$ cat config.mk
export PLATFORM = sky130hd
export DESIGN_NAME = fifo19_rr_arb_flat
export DESIGN_NICKNAME = d
export VERILOG_FILES = /design/src/rtl/fifo19_rr_arb_if.sv /design/src/rtl/fifo19_rr_arb.sv /design/src/flat_wrapper.sv
export SDC_FILE = /design/constraint.sdc
export NUM_CORES = 1
export LEC_CHECK = 0
export ABC_AREA = 1
export CORE_MARGIN = 2
export CORE_UTILIZATION = 32
export CTS_BUF_LIST = sky130_fd_sc_hd__clkbuf_4 sky130_fd_sc_hd__clkbuf_8
export DETAILED_ROUTE_END_ITERATION = 16
export GPL_TIMING_DRIVEN = 1
export PLACE_DENSITY = 0.95
export SETUP_SLACK_MARGIN = 0.2
export SYNTH_ARGS = -nofsm -noshare
export SYNTH_HDL_FRONTEND = slang
export SYNTH_SLANG_ARGS = --single-unit
$ cat constraint.sdc
create_clock -name clk -period 2.2 [get_ports clk]
set_input_delay 0.44 -clock clk [delete_from_list [all_inputs] [get_ports clk]]
set_output_delay 0.44 -clock clk [all_outputs]
set_load 0.005 [all_outputs]
$ cat src/rtl/fifo19_rr_arb_if.sv
// Handshake bundle for fifo19_rr_arb: four fifo19-style input streams and
// one merged output stream.
//   in_data      four input words, input n at [n*WIDTH +: WIDTH]
//   in_src_rdy   per-input source ready
//   in_dst_rdy   per-input destination ready (driven by the arbiter)
//   out_data     selected word (driven by the arbiter)
//   out_src_rdy  output source ready (driven by the arbiter)
//   out_dst_rdy  downstream ready
// Modports: slave = arbiter side, master = the sources/sink around it.
interface fifo19_rr_arb_if #(
  parameter int WIDTH = 19
);
  logic [4*WIDTH-1:0] in_data;
  logic [3:0]         in_src_rdy;
  logic [3:0]         in_dst_rdy;
  logic [WIDTH-1:0]   out_data;
  logic               out_src_rdy;
  logic               out_dst_rdy;

  modport slave (
    input  in_data, in_src_rdy, out_dst_rdy,
    output in_dst_rdy, out_data, out_src_rdy
  );

  modport master (
    output in_data, in_src_rdy, out_dst_rdy,
    input  in_dst_rdy, out_data, out_src_rdy
  );
endinterface

$ cat src/rtl/fifo19_rr_arb.sv
// Packet-granular round-robin arbiter merging four fifo19-style streams into
// one. A grant is held from arbitration until the granted input's eof word
// has transferred, so packets never interleave. Each packet costs one idle
// arbitration cycle; the data path itself is combinational.
//
// Ports:
//   clk, reset   clock, synchronous active-high reset
//   clear        synchronous soft clear, same effect as reset
//   bus          fifo19_rr_arb_if.slave handshake bundle
//   grant        index of the currently granted input (held after eof)
//   busy         high while a packet is in progress
//   debug        {18'b0, out_dst_rdy, out_src_rdy, in_dst_rdy, in_src_rdy,
//                 1'b0, busy, grant}
//
// Optional build macro FIFO19_RR_ARB_PRIO0_EN: input 0 gets strict priority
// at arbitration, inputs 1-3 rotate among themselves. Undefined: plain
// four-way round robin.
//
// state  | meaning
// IDLE   | no packet in progress; arbitrate, all outputs 0
// ACTIVE | granted input connected to the output until its eof transfers
module fifo19_rr_arb #(
  parameter int WIDTH   = 19,
  parameter int EOF_BIT = 17
) (
  input  logic               clk,
  input  logic               reset,
  input  logic               clear,
  fifo19_rr_arb_if.slave     bus,
  output logic [1:0]         grant,
  output logic               busy,
  output logic [31:0]        debug
);

  typedef enum logic {IDLE, ACTIVE} state_t;

  state_t           state;
  logic [1:0]       last;
  logic [1:0]       winner;
  logic             win;
  logic [1:0]       cand;
  logic [WIDTH-1:0] sel_word;
  logic             eof_xfer;

  // Search order starts one past the last granted input and wraps.
  always_comb begin
    winner = 2'd0;
    win    = 1'b0;
    cand   = 2'd0;
`ifdef FIFO19_RR_ARB_PRIO0_EN
    if (bus.in_src_rdy[0]) begin
      win    = 1'b1;
      winner = 2'd0;
    end else begin
      // last only ever holds 1..3 here, so rotate within 1..3
      for (int k = 0; k < 3; k++) begin
        cand = 2'((int'(last) + k) % 3 + 1);
        if (!win && bus.in_src_rdy[cand]) begin
          win    = 1'b1;
          winner = cand;
        end
      end
    end
`else
    for (int k = 1; k <= 4; k++) begin
      cand = last + 2'(k);
      if (!win && bus.in_src_rdy[cand]) begin
        win    = 1'b1;
        winner = cand;
      end
    end
`endif
  end

  assign sel_word = bus.in_data[int'(grant)*WIDTH +: WIDTH];

  always_comb begin
    bus.out_data    = '0;
    bus.out_src_rdy = 1'b0;
    bus.in_dst_rdy  = 4'b0;
    if (state == ACTIVE) begin
      bus.out_data          = sel_word;
      bus.out_src_rdy       = bus.in_src_rdy[grant];
      bus.in_dst_rdy[grant] = bus.out_dst_rdy;
    end
  end

  assign eof_xfer = bus.out_src_rdy & bus.out_dst_rdy & bus.out_data[EOF_BIT];

  always_ff @(posedge clk) begin
    if (reset || clear) begin
      state <= IDLE;
      last  <= 2'd3;
      grant <= 2'd0;
      busy  <= 1'b0;
    end else begin
      case (state)
        IDLE: begin
          if (win) begin
            grant <= winner;
            busy  <= 1'b1;
            state <= ACTIVE;
          end
        end
        ACTIVE: begin
          if (eof_xfer) begin
`ifdef FIFO19_RR_ARB_PRIO0_EN
            // grants to the priority input do not move the rotation
            if (grant != 2'd0) last <= grant;
`else
            last <= grant;
`endif
            busy  <= 1'b0;
            state <= IDLE;
          end
        end
        default: begin
          busy  <= 1'b0;
          state <= IDLE;
        end
      endcase
    end
  end

  assign debug = {18'b0, bus.out_dst_rdy, bus.out_src_rdy, bus.in_dst_rdy,
                  bus.in_src_rdy, 1'b0, busy, grant};

endmodule
$ cat src/flat_wrapper.sv
// flat-port wrapper written by rule: the top's interface ports become plain ports
module fifo19_rr_arb_flat 
#(
  parameter int WIDTH   = 19,
  parameter int EOF_BIT = 17
)
  (clk, reset, clear, grant, busy, debug, bus_in_data, bus_in_src_rdy, bus_out_dst_rdy, bus_in_dst_rdy, bus_out_data, bus_out_src_rdy);
  fifo19_rr_arb_if #(.WIDTH(WIDTH)) bus_i ();
  input  logic clk;
  input  logic reset;
  input  logic clear;
  output logic [1:0] grant;
  output logic busy;
  output logic [31:0] debug;
  input wire logic [$bits(bus_i.in_data)-1:0] bus_in_data;
  input wire logic [$bits(bus_i.in_src_rdy)-1:0] bus_in_src_rdy;
  input wire logic [$bits(bus_i.out_dst_rdy)-1:0] bus_out_dst_rdy;
  output wire logic [$bits(bus_i.in_dst_rdy)-1:0] bus_in_dst_rdy;
  output wire logic [$bits(bus_i.out_data)-1:0] bus_out_data;
  output wire logic [$bits(bus_i.out_src_rdy)-1:0] bus_out_src_rdy;
  assign bus_i.in_data = bus_in_data;
  assign bus_i.in_src_rdy = bus_in_src_rdy;
  assign bus_i.out_dst_rdy = bus_out_dst_rdy;
  assign bus_in_dst_rdy = bus_i.in_dst_rdy;
  assign bus_out_data = bus_i.out_data;
  assign bus_out_src_rdy = bus_i.out_src_rdy;
  fifo19_rr_arb #(.WIDTH(WIDTH), .EOF_BIT(EOF_BIT)) u_core (.clk(clk), .reset(reset), .clear(clear), .bus(bus_i), .grant(grant), .busy(busy), .debug(debug));
endmodule
Word level (Yosys, flattened, before mapping)
Cells that the tools add are included.
{ "totals": {"reg_bits": 6, "latchBits": 0, "ram_bits": 0, "romBits": 0, "input_bits": 84, "output_inout_bits": 59, "memories": 0} }
{ "op_classes": {"n_addsub": 3, "multipliers": 1, "div_mod_pow": 0, "order_cmp": 6, "eq_ne": 2, "n_shift": 1, "n_mux": 29, "bitwise_logic": 4, "n_reduce_logical": 11} }
{ "ops": {"columns": ["operator", "count"], "rows": [
  ["$shiftx 76x32->19", 1],
  ["$mux 19", 1],
  ["$lt 2x3->1 const B", 5],
  ["$mux 1", 15],
  ["$bmux 1 s2", 5],
  ["$mux 2", 4],
  ["$mul 2x5->7 const B", 1],
  ["$reduce_and 2->1", 3],
  ["$add 2x2->2 const B", 2],
  ["$and 4x4->4", 1],
  ["$logic_and 1x1->1", 4],
  ["$mux 4", 1],
  ["$pmux 1 s2", 2],
  ["$logic_not 1->1", 3],
  ["$add 2x1->2 const B", 1],
  ["$and 1x1->1", 2],
  ["$demux 1 s2", 1],
  ["$ge 2x1->1 const B", 1],
  ["$ne 2x1->1 const B", 1],
  ["$ne 2x2->1 const B", 1],
  ["$logic_or 1x1->1", 1],
  ["$not 1->1", 1]
]} }

Logic depth before layout (Yosys ltp)
{ "logic_depth": {"ltp_word": 15, "ltp_mapped": 11, "depth_no_buf": 11} }

Worst setup path after synthesis
OpenSTA, ideal clock, no wires.
{ "synth_path": {"kind": "register -> output", "from": "register u_core.grant[0]", "to": "output port bus_out_data[10]", "arrival_time_ns": 1.163, "path_slack_ns": 0.597, "path_stages_with_launch": 7, "cell_sequence": "dfxtp_1 > nand2_1 > inv_2 > buf_6 > buf_2 > nand2_1 > a31oi_1"} }
{ "synth_via": {"elab_chain_cells": 3} }
{ "synth_rtl": {"columns": ["element", "line_no", "rtl"], "rows": [
  ["from (decl)", "fifo19_rr_arb.sv:30", "output logic [1:0] grant,"],
  ["from (signal assigned)", "fifo19_rr_arb.sv:100", "grant <= winner;"],
  ["$mul 2x5->7", "fifo19_rr_arb.sv:75", "assign sel_word = bus.in_data[int'(grant)*WIDTH +: WIDTH];"],
  ["$shiftx 76x32->19", "fifo19_rr_arb.sv:75", null],
  ["$mux 19", "fifo19_rr_arb.sv:81", "if (state == ACTIVE) begin"],
  ["to (decl)", "flat_wrapper.sv:19", "output wire logic [$bits(bus_i.out_data)-1:0] bus_out_data;"]
]} }
Every way passes these cells.

Worst setup path in the final report
{ "layout_path": {"from": "register u_core.state", "to": "output port bus_out_data[9]"} }
{ "layout_via": {"elab_chain_cells": 1} }
{ "layout_rtl": {"columns": ["element", "line_no", "rtl"], "rows": [
  ["from (decl)", "fifo19_rr_arb.sv:37", "state_t state;"],
  ["from (signal assigned)", "fifo19_rr_arb.sv:92", "state <= IDLE;"],
  ["from (signal assigned)", "fifo19_rr_arb.sv:102", "state <= ACTIVE;"],
  ["from (signal assigned)", "fifo19_rr_arb.sv:114", "state <= IDLE;"],
  ["$mux 19", "fifo19_rr_arb.sv:81", null]
]} }
Every way passes these cells.

==> impl_metrics.py <==
metrics = {
    "die": {
        "die_w_um": 69.55,
        "core_region_area_um2": 4058,
        "start_util_pct": 33.89,
        "floorplan.rows": 23,
        "boundaryPins": 143,
        "fp.dieArea_um2": 4837,
        "die_h_um": 69.55,
    },
    "synth": {
        "ys_top_cells_by_count": "70 x nand2_1, 35 x buf_4, 18 x a22oi_1, 18 x a31oi_1, 12 x nand2_2",
        "ys_types": 24,
        "syn_area_um2": 1375,
        "netlist_top_cells_area": "buf_4 19%, nand2_1 19%, a22oi_1 9.8%",
        "synth.most_common_cell": "nand2_1",
        "synth.top_cell.area_share_pct": 19.11,
        "syn_avg_cell_area_um2": 6.166,
        "synthCells": 223,
        "synth-edff-count": 0,
        "synthFlopType": "dfxtp_1",
        "postSynth.asyncResetShare_pct": 0,
        "synth_seq_cells": 6,
        "yosys.area.top_type": "buf_4",
        "ys_warn_count": 0,
        "ys_seq_area_share_pct": 8.735,
    },
    "placement": {
        "dpl_cell_area_um2": 2579,
        "dp_hpwl_um": 4508,
        "io_buffers": 123,
        "place_congestion": 0.8184,
        "place_ws_ns": -0.1234,
    },
    "drt": {
        "remaining_drc_errors": 0,
        "vias": 1972,
        "drt-initial-drc-count": 84,
        "vias_per_cell": 4.833,
        "ant_nets": 0,
        "wl_per_cell_um": 15.03,
        "wirelength_um": 6131,
        "drt_pass1_iterations": 5,
    },
    "timing": {
        "period_share_pct": 89.89,
        "drv_slew": 0,
        "rsz0062_at_grt": "yes",
        "skew_ns": 0.003857,
        "hold_viol": 0,
        "clock.fmax_ghz": 0.5056,
        "finalSetupViolCount": 0,
        "period_minus_slack_ns": 1.978,
        "setup_ws_ns": 0.2223,
    },
    "critical_path": {
        "crit_path_top_delay_cell": "dfxtp_4",
        "path_common_cell": "buf_4",
        "path_class": "flop to output port",
        "critPathMaxFanout": 5,
        "cp_slowest_stage_delay_ns": 0.41,
        "reg2reg_slack_ns": 0.58,
        "cp.required_ns": 1.76,
        "worst_setup_path_end_kind": "output port",
        "path_cells": "clkinvlp_4 -> buf_4 -> buf_4 -> a31oi_2 -> dlygate4sd2_1",
        "crit_path_start_kind": "flop",
        "worstPathArrival_ns": 1.54,
    },
    "clocking": {
        "hold_buffers": 0,
        "clockBufferDepth": 2,
        "cts_sinks": 6,
        "clk_pin_slew_ns": 0.04,
        "insertion_delay_ns": 0.23,
        "cts-root-buf": "clkbuf_8",
        "cts_tree": "yes",
        "cts_buffers": 3,
        "htree_levels": 1,
    },
    "global_route": {
        "first_global_vias": 1832,
        "grt_busiest_layer": "met2",
        "gr-usage-met2_pct": 41.35,
        "grt.overflow.total": 0,
        "grt.total_usage_pct": 22.43,
        "antenna_found_initial": 0,
        "grt_max_degree": 22,
        "grtUsageMet1_pct": 26.75,
        "grt_pass1_wl_um": 8873,
        "met3_usage_pct": 4.070,
    },
    "final_layout": {
        "num-fill-cells": 324,
        "finish.utilization_pct": 69.66,
        "area_delta_synth_final_pct": 105.6,
        "layout.nets": 444,
        "antenna_cells": 0,
        "design_area_um2": 2826,
        "drive_gt1_share_pct": 22.63,
    },
    "power_and_ir_drop": {
        "cellPowerDensity_nw_per_um2": 266.4,
        "p_leak_nw": 1.415,
        "peakVddDrop_mv": 0.3620,
    },
    "outcome": {
        "status": "completed",
    },
    "worst_hold_path": {
        "hp-class": "flop to flop",
    },
    "job": {
        "cap_violations": 0,
    },
}
-- final timing paths --
| check | startpoint | end | cells past startpoint |
|---|---|---|---|
| min reg2reg | u_core.busy$_SDFFE_PP0P_ | u_core.busy$_SDFFE_PP0P_ | 2 |
| max reg2reg | u_core.last[0]$_SDFFE_PP1P_ | u_core.grant[0]$_SDFFE_PP0P_ | 11 |
| min | u_core.busy$_SDFFE_PP0P_ | u_core.busy$_SDFFE_PP0P_ | 2 |
| max | u_core.state$_SDFF_PP0_ | bus_out_data[9] | 5 |
-- through the flow --
step                cells  hold slack (ns)  total power [mW]  setup TNS, ns
floorplan             241           0.4502            0.3165              0
global placement      390           0.4689            0.5442        -0.2344
detailed placement    390           0.4817            0.5515        -0.6256
CTS                   398           0.4885            0.7260       -0.02978
global route          408           0.5157            0.7897              0
finish                408           0.4863            0.7529              0
-- sequential cells by signal (all words and copies together), names as in the netlist --
name	cells
u_core.last	2
u_core.busy	1
u_core.grant	2
u_core.state	1
-- area by class of cell --
cell class	instances	area (um2)	share of cell area, %
Timing Repair Buffer	155	1525	53.96
Multi-Input combinational cell	176	989.7	35.02
Sequential cell	6	131.4	4.648
Inverter	16	63.81	2.258
Tap cell	50	62.56	2.213
Clock buffer	3	41.29	1.461
Timing Repair inverter	2	12.51	0.4427
-- layout by cell type, fill, tap and decap left out, types with 4 or more instances in the layout --
cell,Yosys,final
buf_6,4,5
a31oi_1,18,17
conb_1,1,19
nand2_4,4,4
buf_4,35,24
dlymetal6s2s_1,0,11
dlygate4sd2_1,0,17
inv_2,6,6
a22oi_1,18,18
inv_1,10,9
a21oi_1,4,4
nand3_1,7,7
clkdlybuf4s50_1,0,93
nand2_2,12,14
nand2_1,70,68
nor2_1,9,7
-- worst max-delay path, delay by kind of cell, from the launching register on --
kind / cells / cell delay, ns
compound gates: 1 / 0.16
flops: 1 / 0.41
buf+inv: 4 / 0.73
-- logic make-up after synthesis --
logic type | count (synthesis) | synth area share [%]
AO/OA/AOI/OAI | 42 | 20.56
flip-flops | 6 | 8.736
buffers and inverters | 59 | 28.03
other | 1 | 0.2727
AND/OR/NAND/NOR | 115 | 42.40
-- where the power goes --
group          total, mW  internal [mW]  switching [mW]
registers          0.124          0.113          0.0109
clock network      0.172          0.118          0.0543
logic              0.456          0.279           0.178
-- what timing repair did --
item	CTS	global route
gates cloned	1	2
setup buffers	4	8
setup endpoints to repair	31	19
resized for setup	41	21
pin swaps	4	4
-- metal layers --
metal  share of wire, %  up-vias
met3                9.0        7
met1                 39      891
met2                 51      105
met4                1.1        0
li1                   -      969
met5                  0        -
Power figures use the tool's default switching activity.
